File: src/rtl/eth_tx_framer_if.sv
// Payload source / PHY transmit bundle for eth_tx_framer.
// master = frame source (and PHY observer), slave = the framer itself.
interface eth_tx_framer_if #(
   parameter int unsigned pMII_WIDTH = 2
);
   logic [47:0]           Dest_Addr;
   logic [47:0]           Src_Addr;
   logic [15:0]           Len_Type;
   logic [7:0]            Eth_Byte;
   logic                  Eth_Byte_Valid;
   logic                  Eth_Byte_Last;
   logic                  Eth_Byte_Rdy;
   logic [pMII_WIDTH-1:0] Tx_Data;
   logic                  Tx_En;
   logic                  Tx_Busy;
   logic                  Tx_Done;
   logic                  Tx_Err;

   modport master (
      output Dest_Addr, Src_Addr, Len_Type, Eth_Byte, Eth_Byte_Valid, Eth_Byte_Last,
      input  Eth_Byte_Rdy, Tx_Data, Tx_En, Tx_Busy, Tx_Done, Tx_Err
   );

   modport slave (
      input  Dest_Addr, Src_Addr, Len_Type, Eth_Byte, Eth_Byte_Valid, Eth_Byte_Last,
      output Eth_Byte_Rdy, Tx_Data, Tx_En, Tx_Busy, Tx_Done, Tx_Err
   );
endinterface

File: src/rtl/eth_tx_framer.sv
// Ethernet MAC transmit framer: preamble/SFD, header, payload, zero pad, FCS, IFG onto a MII-style
// bus. Define ETH_TX_FRAMER_FCS_EN to append the CRC-32 FCS; without it PAD/DATA go straight to IFG.
module eth_tx_framer #(
   parameter int unsigned pMII_WIDTH   = 2,
   parameter int unsigned pMIN_PAYLOAD = 46,
   parameter int unsigned pMAX_PAYLOAD = 1500,
   parameter int unsigned pIFG_BYTES   = 12
) (
   input logic            Clk,
   input logic            Rst_n,
   eth_tx_framer_if.slave bus
);
   localparam int unsigned K  = 8 / pMII_WIDTH;
   localparam int unsigned CW = (K > 1) ? $clog2(K) : 1;
   localparam logic [CW-1:0] CYC_LAST = CW'(K - 1);
   localparam logic [10:0] MIN_CNT  = 11'(pMIN_PAYLOAD);
   localparam logic [10:0] MAX_CNT  = 11'(pMAX_PAYLOAD);
   localparam logic [10:0] IFG_LAST = 11'(pIFG_BYTES - 1);

   localparam logic [3:0] sIdle     = 4'd0;
   localparam logic [3:0] sPreamble = 4'd1;
   localparam logic [3:0] sSfd      = 4'd2;
   localparam logic [3:0] sDest     = 4'd3;
   localparam logic [3:0] sSrc      = 4'd4;
   localparam logic [3:0] sLen      = 4'd5;
   localparam logic [3:0] sData     = 4'd6;
   localparam logic [3:0] sPad      = 4'd7;
   localparam logic [3:0] sIfg      = 4'd9;
`ifdef ETH_TX_FRAMER_FCS_EN
   localparam logic [3:0] sFcs      = 4'd8;
   localparam logic [3:0] sAfterPay = sFcs;
`else
   localparam logic [3:0] sAfterPay = sIfg;
`endif

   logic [3:0]    stateQ, stateD;
   logic [CW-1:0] cycQ, cycD;
   logic [10:0]   byteQ, byteD;
   logic [10:0]   payQ, payD;
   logic [47:0]   destQ, destD, srcQ, srcD;
   logic [15:0]   lenQ, lenD;
   logic [7:0]    dataQ, dataD;
   logic          lastQ, lastD;
   logic          doneQ, doneD, errQ, errD;
   logic          byteEnd, rdy, txEn, startFrame;
   logic [7:0]    curByte, txShift;

`ifdef ETH_TX_FRAMER_FCS_EN
   logic [31:0]   crcQ, crcD;

   // Reflected CRC-32, one byte, LSB first.
   function automatic logic [31:0] crcByte(input logic [31:0] c, input logic [7:0] d);
      logic [31:0] r;
      r = c;
      for (int i = 0; i < 8; i++) r = (r[0] ^ d[i]) ? ((r >> 1) ^ 32'hEDB8_8320) : (r >> 1);
      return r;
   endfunction
`endif

   assign byteEnd = (cycQ == CYC_LAST);
   assign rdy     = byteEnd && ((stateQ == sLen && byteQ == 11'd1) ||
                                (stateQ == sData && !lastQ && payQ < MAX_CNT));
   assign txEn    = (stateQ != sIdle) && (stateQ != sIfg);
   // The last IFG cycle doubles as the IDLE decision so back-to-back frames keep the exact gap.
   assign startFrame = bus.Eth_Byte_Valid &&
                       (stateQ == sIdle || (stateQ == sIfg && byteEnd && byteQ == IFG_LAST));

   always_comb begin
      curByte = 8'h00;
      case (stateQ)
         sPreamble: curByte = 8'h55;
         sSfd:      curByte = 8'hD5;
         sDest:     curByte = 8'(destQ >> {3'd5 - byteQ[2:0], 3'b000});
         sSrc:      curByte = 8'(srcQ >> {3'd5 - byteQ[2:0], 3'b000});
         sLen:      curByte = 8'(lenQ >> {~byteQ[0], 3'b000});
         sData:     curByte = dataQ;
`ifdef ETH_TX_FRAMER_FCS_EN
         sFcs:      curByte = 8'((~crcQ) >> {byteQ[1:0], 3'b000});
`endif
         default:   curByte = 8'h00;
      endcase
   end

   assign txShift          = curByte >> (cycQ * pMII_WIDTH);
   assign bus.Tx_Data      = txEn ? txShift[pMII_WIDTH-1:0] : '0;
   assign bus.Tx_En        = txEn;
   assign bus.Tx_Busy      = (stateQ != sIdle);
   assign bus.Eth_Byte_Rdy = rdy;
   assign bus.Tx_Done      = doneQ;
   assign bus.Tx_Err       = errQ;

   always_comb begin
      stateD = stateQ;
      cycD   = (stateQ == sIdle || byteEnd) ? '0 : cycQ + 1'b1;
      byteD  = (byteEnd && stateQ != sIdle) ? byteQ + 11'd1 : byteQ;
      payD   = payQ;
      destD  = destQ;
      srcD   = srcQ;
      lenD   = lenQ;
      dataD  = dataQ;
      lastD  = lastQ;
      doneD  = 1'b0;
      errD   = 1'b0;
`ifdef ETH_TX_FRAMER_FCS_EN
      crcD   = crcQ;
      if (byteEnd && stateQ >= sDest && stateQ <= sPad) crcD = crcByte(crcQ, curByte);
`endif
      case (stateQ)
         sPreamble: if (byteEnd && byteQ == 11'd6) begin stateD = sSfd; byteD = '0; end
         sSfd:      if (byteEnd) begin stateD = sDest; byteD = '0; end
         sDest:     if (byteEnd && byteQ == 11'd5) begin stateD = sSrc; byteD = '0; end
         sSrc:      if (byteEnd && byteQ == 11'd5) begin stateD = sLen; byteD = '0; end
         sLen, sData: begin
            if (byteEnd && (stateQ == sData || byteQ == 11'd1)) begin
               byteD = '0;
               if (stateQ == sData && lastQ) begin
                  stateD = (payQ < MIN_CNT) ? sPad : sAfterPay;
                  doneD  = (payQ >= MIN_CNT) && (sAfterPay == sIfg);
               end else if (rdy && bus.Eth_Byte_Valid) begin
                  stateD = sData;
                  dataD  = bus.Eth_Byte;
                  lastD  = bus.Eth_Byte_Last;
                  payD   = (payQ == '1) ? payQ : payQ + 11'd1;
               end else begin
                  // Underrun or oversize: finish the current byte, then abort.
                  stateD = sIfg;
                  errD   = 1'b1;
               end
            end
         end
         sPad: begin
            if (byteEnd && ({1'b0, payQ} + {1'b0, byteQ} + 12'd1) >= {1'b0, MIN_CNT}) begin
               stateD = sAfterPay;
               byteD  = '0;
               doneD  = (sAfterPay == sIfg);
            end
         end
`ifdef ETH_TX_FRAMER_FCS_EN
         sFcs: if (byteEnd && byteQ == 11'd3) begin stateD = sIfg; byteD = '0; doneD = 1'b1; end
`endif
         sIfg:      if (byteEnd && byteQ == IFG_LAST) begin stateD = sIdle; byteD = '0; end
         default:   stateD = sIdle;
      endcase
      if (startFrame) begin
         stateD = sPreamble;
         cycD   = '0;
         byteD  = '0;
         payD   = '0;
         lastD  = 1'b0;
         destD  = bus.Dest_Addr;
         srcD   = bus.Src_Addr;
         lenD   = bus.Len_Type;
`ifdef ETH_TX_FRAMER_FCS_EN
         crcD   = 32'hFFFF_FFFF;
`endif
      end
   end

   always_ff @(posedge Clk or negedge Rst_n) begin
      if (!Rst_n) begin
         stateQ <= sIdle;
         cycQ   <= '0;
         byteQ  <= '0;
         payQ   <= '0;
         destQ  <= '0;
         srcQ   <= '0;
         lenQ   <= '0;
         dataQ  <= '0;
         lastQ  <= 1'b0;
         doneQ  <= 1'b0;
         errQ   <= 1'b0;
`ifdef ETH_TX_FRAMER_FCS_EN
         crcQ   <= '0;
`endif
      end else begin
         stateQ <= stateD;
         cycQ   <= cycD;
         byteQ  <= byteD;
         payQ   <= payD;
         destQ  <= destD;
         srcQ   <= srcD;
         lenQ   <= lenD;
         dataQ  <= dataD;
         lastQ  <= lastD;
         doneQ  <= doneD;
         errQ   <= errD;
`ifdef ETH_TX_FRAMER_FCS_EN
         crcQ   <= crcD;
`endif
      end
   end
endmodule

File: src/flat_wrapper.sv
// flat-port wrapper written by rule: the top's interface ports become plain ports
module eth_tx_framer_flat 
#(
   parameter int unsigned pMII_WIDTH   = 2,
   parameter int unsigned pMIN_PAYLOAD = 46,
   parameter int unsigned pMAX_PAYLOAD = 1500,
   parameter int unsigned pIFG_BYTES   = 12
)
  (Clk, Rst_n, bus_Dest_Addr, bus_Src_Addr, bus_Len_Type, bus_Eth_Byte, bus_Eth_Byte_Valid, bus_Eth_Byte_Last, bus_Eth_Byte_Rdy, bus_Tx_Data, bus_Tx_En, bus_Tx_Busy, bus_Tx_Done, bus_Tx_Err);
  eth_tx_framer_if #(.pMII_WIDTH(pMII_WIDTH)) bus_i ();
  input logic Clk;
  input logic Rst_n;
  input wire logic [$bits(bus_i.Dest_Addr)-1:0] bus_Dest_Addr;
  input wire logic [$bits(bus_i.Src_Addr)-1:0] bus_Src_Addr;
  input wire logic [$bits(bus_i.Len_Type)-1:0] bus_Len_Type;
  input wire logic [$bits(bus_i.Eth_Byte)-1:0] bus_Eth_Byte;
  input wire logic [$bits(bus_i.Eth_Byte_Valid)-1:0] bus_Eth_Byte_Valid;
  input wire logic [$bits(bus_i.Eth_Byte_Last)-1:0] bus_Eth_Byte_Last;
  output wire logic [$bits(bus_i.Eth_Byte_Rdy)-1:0] bus_Eth_Byte_Rdy;
  output wire logic [$bits(bus_i.Tx_Data)-1:0] bus_Tx_Data;
  output wire logic [$bits(bus_i.Tx_En)-1:0] bus_Tx_En;
  output wire logic [$bits(bus_i.Tx_Busy)-1:0] bus_Tx_Busy;
  output wire logic [$bits(bus_i.Tx_Done)-1:0] bus_Tx_Done;
  output wire logic [$bits(bus_i.Tx_Err)-1:0] bus_Tx_Err;
  assign bus_i.Dest_Addr = bus_Dest_Addr;
  assign bus_i.Src_Addr = bus_Src_Addr;
  assign bus_i.Len_Type = bus_Len_Type;
  assign bus_i.Eth_Byte = bus_Eth_Byte;
  assign bus_i.Eth_Byte_Valid = bus_Eth_Byte_Valid;
  assign bus_i.Eth_Byte_Last = bus_Eth_Byte_Last;
  assign bus_Eth_Byte_Rdy = bus_i.Eth_Byte_Rdy;
  assign bus_Tx_Data = bus_i.Tx_Data;
  assign bus_Tx_En = bus_i.Tx_En;
  assign bus_Tx_Busy = bus_i.Tx_Busy;
  assign bus_Tx_Done = bus_i.Tx_Done;
  assign bus_Tx_Err = bus_i.Tx_Err;
  eth_tx_framer #(.pMII_WIDTH(pMII_WIDTH), .pMIN_PAYLOAD(pMIN_PAYLOAD), .pMAX_PAYLOAD(pMAX_PAYLOAD), .pIFG_BYTES(pIFG_BYTES)) u_core (.Clk(Clk), .Rst_n(Rst_n), .bus(bus_i));
endmodule
File: config.mk
export PLATFORM = sky130hd
export DESIGN_NAME = eth_tx_framer_flat
export DESIGN_NICKNAME = d
export VERILOG_FILES = /design/src/rtl/eth_tx_framer_if.sv /design/src/rtl/eth_tx_framer.sv /design/src/flat_wrapper.sv
export SDC_FILE = /design/constraint.sdc
export NUM_CORES = 1
export LEC_CHECK = 0
export CORE_MARGIN = 5
export CORE_UTILIZATION = 58
export CTS_CLUSTER_DIAMETER = 200
export CTS_CLUSTER_SIZE = 25
export DETAILED_ROUTE_END_ITERATION = 7
export PLACE_DENSITY = 0.86
export SLEW_MARGIN = 20
export SYNTH_ARGS = -nofsm -noshare
export SYNTH_HDL_FRONTEND = slang
export SYNTH_SLANG_ARGS = --single-unit
export TNS_END_PERCENT = 5
File: constraint.sdc
create_clock -name Clk -period 6.78 [get_ports Clk]
set_input_delay 1.356 -clock Clk [delete_from_list [all_inputs] [get_ports Clk]]
set_output_delay 1.356 -clock Clk [all_outputs]
set_load 0.01 [all_outputs]
== After elaboration in Yosys (flattened, before gate mapping) ==
Index checks and enable logic that the tools add are counted.
Storage, ports and cells
  logic and storage cells: 127
  bits of input ports: 124
  register bits: 151
  output and inout bits: 7
Cells by class
  order comparisons: 4
  add/sub/neg operators: 6
  eq/ne operators: 24
  shifts and indexed selects: 4
  reduce and logical (&&, ||, !) cells: 32
  multiplexer cells: 44
  bitwise operators: 2
Operators by type and width (count)
  $mux 11: 14
  $shr 48x6->8: 2
  $pmux 11 s6: 1
  $pmux 8 s6: 1
  $mux 4: 11
  $pmux 4 s7: 1
  $add 11x1->11 const B: 2
  $eq 11x3->1 const B: 2
  $ne 3x1->1 const B: 6
  $eq 4x3->1 const B: 4
  $logic_and 1x1->1: 16
  $shr 16x4->8: 1
  $add 11x11->12: 1
  $add 12x1->12 const B: 1
  $ge 12x6->1 const B: 1
  $mux 1: 12
  $eq 11x1->1 const B: 1
  $eq 11x11->1 const B: 1
  $eq 11x4->1 const B: 1
  $ge 11x6->1 const B: 1
  $lt 11x11->1 const B: 1
  $lt 11x6->1 const B: 1
  $eq 4x2->1 const B: 2
  $reduce_and 4->1: 2
  other kinds (20): 30

== Logic depth before layout (Yosys ltp) ==
  depth in word-level cells: 11
  gate-level depth with buffers: 14

== Worst setup path after synthesis ==
OpenSTA, ideal clock, no wires.
  path kind: register to output
  from: register u_core.stateQ[0]
  to: output bus_Tx_Data[0]
  stages on the path, launching flop included: 10
  buffers on the path: 2
  arrival time: 2.472 ns
  slack: 2.952 ns
  cell sequence: dfrtp_1 -> buf_1 -> nor3_2 -> buf_2 -> mux4_2 -> mux2_2 -> a22oi_1 -> o221ai_1 -> a211oi_1 -> a21oi_1
Between the ends
  word-level cells in the longest chain between the ends: 4
  elaborated cells between the ends (all ways): 12
Ends and longest elaborated chain
  start, declared: line eth_tx_framer.sv:36  | logic [3:0] stateQ, stateD;
  start signal, assigned: line eth_tx_framer.sv:161  | stateQ <= sIdle;
  start signal, assigned: line eth_tx_framer.sv:176  | stateQ <= stateD;
  $eq 4x3->1, or another cell as far along: line eth_tx_framer.sv:70  | case (stateQ)
  $pmux 8 s6: line eth_tx_framer.sv:70
  $shr 8x3->2: line eth_tx_framer.sv:84  | assign txShift = curByte >> (cycQ * pMII_WIDTH);
  $mux 2 *: line eth_tx_framer.sv:85  | assign bus.Tx_Data = txEn ? txShift[pMII_WIDTH-1:0] : '0;
  end, declared: line flat_wrapper.sv:20  | output wire logic [$bits(bus_i.Tx_Data)-1:0] bus_Tx_Data;
Mark *: on every way between the ends. The rest lies on a longest branch, timed or not.

== Final worst setup path ==
  from: register u_core.stateQ[2]
  to: output bus_Tx_Data[0]
The elaborated chain is that of the path after synthesis.

==> reports/summary.txt <==
outcome: complete, no violations
average size of a mapped cell: 8.90 sq um
crit path from: u_core.stateQ[2]
WHS Endpoint: u_core.destQ[7]
WL per Instance: 18.0 um
Post-CTS Hold Buffers: 0
Hold Crit Depth: 2
Main synth FF type: dfrtp_1
#FFs+latches synth: 151
Crit Path Category: reg -> out
MaxCap Viol Count: 0
I/O Buffers: 130
Mapped Cells: 898
DP HPWL: 15000 um
area delta synth->final: 25.5%
CTS Buf Count: 17
CP endpoint kind: output pin
GPL Wtd Cong: 0.887
initial antenna violation count: 0
die width: 127 um
post-synth top area cell: dfrtp_1
Setup WS post-layout: 1.43 ns
Max Slew Vio Count: 0
GR Util All Layers: 27.2%
RR Startpoint: u_core.byteQ[0]
placed inst area: 0.00942 sq mm
Post-DRT Antenna Nets: 0
Post-Syn Area: 0.00799 sq mm
vias in the first global route: 6938
WP data arrival: 4.00 ns
CTS Root Buffer Type: clkbuf_16
slew margin rel.: 34.3%
total setup buffers inserted after CTS: 0
DR vias/cell: 5.82
final number of hold-violating endpoints: 0
H-tree levels: 4
total number of vias: 6987
largest net degree at the start of global routing: 98
maximum VDD drop: 0.225 mV
maximum clock path buffer count: 2
pre-CTS setup slack: 1.71 ns
worst r2r path cells: 13
Worst-Margin Slew: 0.985 ns
Synthesis Warnings: 0
Leakage: 4.73 nW
final worst path period share: 79.0%
commonest non-fill, non-tap cell in the layout: nand2_1
fin nets: 1154
TritonCTS clock tree: yes
share of cells above drive strength 1: 8.11%
sequential-to-total area share from yosys stat: 47.3%
Worst Setup Start Kind: register
Final min period: 5.35 ns
CP Max Fanout: 17
setup_tns: 0 ns
Synth async-reset ratio: 100%
Sink Count: 151
maximum clock rate: 187 MHz
DRT iter0 DRCs: 714
GRT overflow: 0
post-CTS sizing: 0
core box area: 0.0134 sq mm
first-pass GRT wire length: 35000 um
EDFF count, synth: 0
Synthesized Nets: 1041
DRC: 0
first-pass detailed-route iteration total: 6
synth unique cells: 68
Antenna diodes: 0
Final Setup Violations: 0
unrepaired setup endpoints after global routing: no
Final Skew: 0.00720 ns
boundary pin count: 131
Initial Utilization: 59.6%
flop-to-flop setup slack: 2.16 ns
row count: 42
Synth top area share: 47.3%
worst reg2reg path endpoint: u_core.byteQ[1]
Req. time, crit path: 5.42 ns
top area cells in the synthesized netlist: dfrtp_1, nand2_1, mux4_2
hold path start: u_core.destQ[7]
Final Util: 74.8%
Die Height: 127 um
Worst-path clk slew: 0.06 ns
PwrDens: 405 mW/mm^2
Clock Latency Late Sink: 0.43 ns
Post-Route WL: 21600 um
Hold WC Path Type: reg -> reg
die area: 0.0162 sq mm
most frequent cells in the layout: nand2_1, dfrtp_1, clkdlybuf4s50_1
Design Area, Final: 0.0100 sq mm
-- synth_stat cells, types with 4 or more instances --
library cell	count
a2111oi_0	5
a211oi_1	4
a21oi_1	33
a22o_1	6
a22oi_1	5
a31oi_1	6
and2_1	5
and3_1	7
buf_1	10
clkbuf_1	31
dfrtp_1	151
ha_1	18
inv_1	14
mux2_2	4
mux2i_1	15
mux4_2	24
nand2_1	376
nand2b_1	7
nand3_1	12
nand3b_1	6
nand4_1	9
nor2_1	43
nor3_1	9
o211ai_1	4
o21ai_0	17
xnor2_1	6
xor2_1	12
-- report_power, final --
group	switching (mW)	leakage [nW]	total, mW	internal, mW
sequential	0.327	1.92	1.60	1.27
combinational	0.843	2.52	1.50	0.662
clock	0.396	0.287	0.953	0.557
total	1.57	4.73	4.06	2.49
-- worst max-delay path, stage by stage (launching register included) --
cell and delay (ns):
dfrtp_1 0.65, nand2b_1 0.23, nor3_4 0.54, buf_8 0.24, mux4_2 0.50, mux2i_1 0.16
nor2_1 0.06, a31oi_1 0.21, o211ai_1 0.11, a211oi_1 0.28, a21oi_1 0.09, clkdlybuf4s50_1 0.49
-- final cells by class --
cell class / count / area [sq um]
multi-input cells: 687 / 4000
well taps: 176 / 220
repair buffers: 139 / 1380
flip-flops and latches: 151 / 3780
clock buffers: 19 / 443
inverters: 15 / 56.3
clock inverters: 13 / 148
fillers: 945 / 3370
-- cell families (layout without fill, tap and decap cells) --
logic type / count (synthesis) / in the layout / share of synthesized area [%]
compound gates: 112 / 112 / 9.61
simple gates: 495 / 495 / 25.9
fa+ha+maj: 19 / 19 / 3.07
flops: 151 / 151 / 47.3
xor+xnor: 18 / 18 / 1.97
mux: 43 / 43 / 9.21
buf+inv: 60 / 186 / 2.91
-- worst max path at each step --
| stage | to | slack [ns] | cells after the start |
|---|---|---|---|
| 2_1_floorplan | bus_Tx_Data[0] | 2.95 | 9 |
| 3_3_place_gp | bus_Tx_Data[0] | 1.94 | 10 |
| 3_5_place_dp | bus_Tx_Data[0] | 1.71 | 10 |
| 4_1_cts | bus_Tx_Data[0] | 1.22 | 10 |
| 5_1_grt | bus_Tx_Data[0] | 1.25 | 11 |
| 6_report | bus_Tx_Data[0] | 1.43 | 11 |
-- metrics by stage --
stage	total power, mW	cells	hold WS, ns
2_1_floorplan	2.55	898	0.440
3_5_place_dp	3.05	1167	0.461
3_3_place_gp	2.98	1167	0.455
4_1_cts	4.03	1199	0.478
6_report	4.06	1200	0.481
5_1_grt	4.30	1200	0.489
-- flip-flops by register name (all words and copies together) (netlist names) --
register	flops
u_core.destQ	48
u_core.srcQ	48
u_core.lenQ	16
u_core.byteQ	11
u_core.payQ	11
u_core.dataQ	8
u_core.stateQ	4
u_core.cycQ	2
u_core.bus.Tx_Done	1
u_core.bus.Tx_Err	1
u_core.lastQ	1
-- layer usage --
layer	GRT usage (%)	routed length [um]	vias up
li1	-	-	3250
met1	37.4	9060	3361
met2	44.1	10500	329
met3	5.05	1590	47
met4	8.83	482	0
met5	0	0	-
Note: power is estimated with default switching activity, not from simulation.
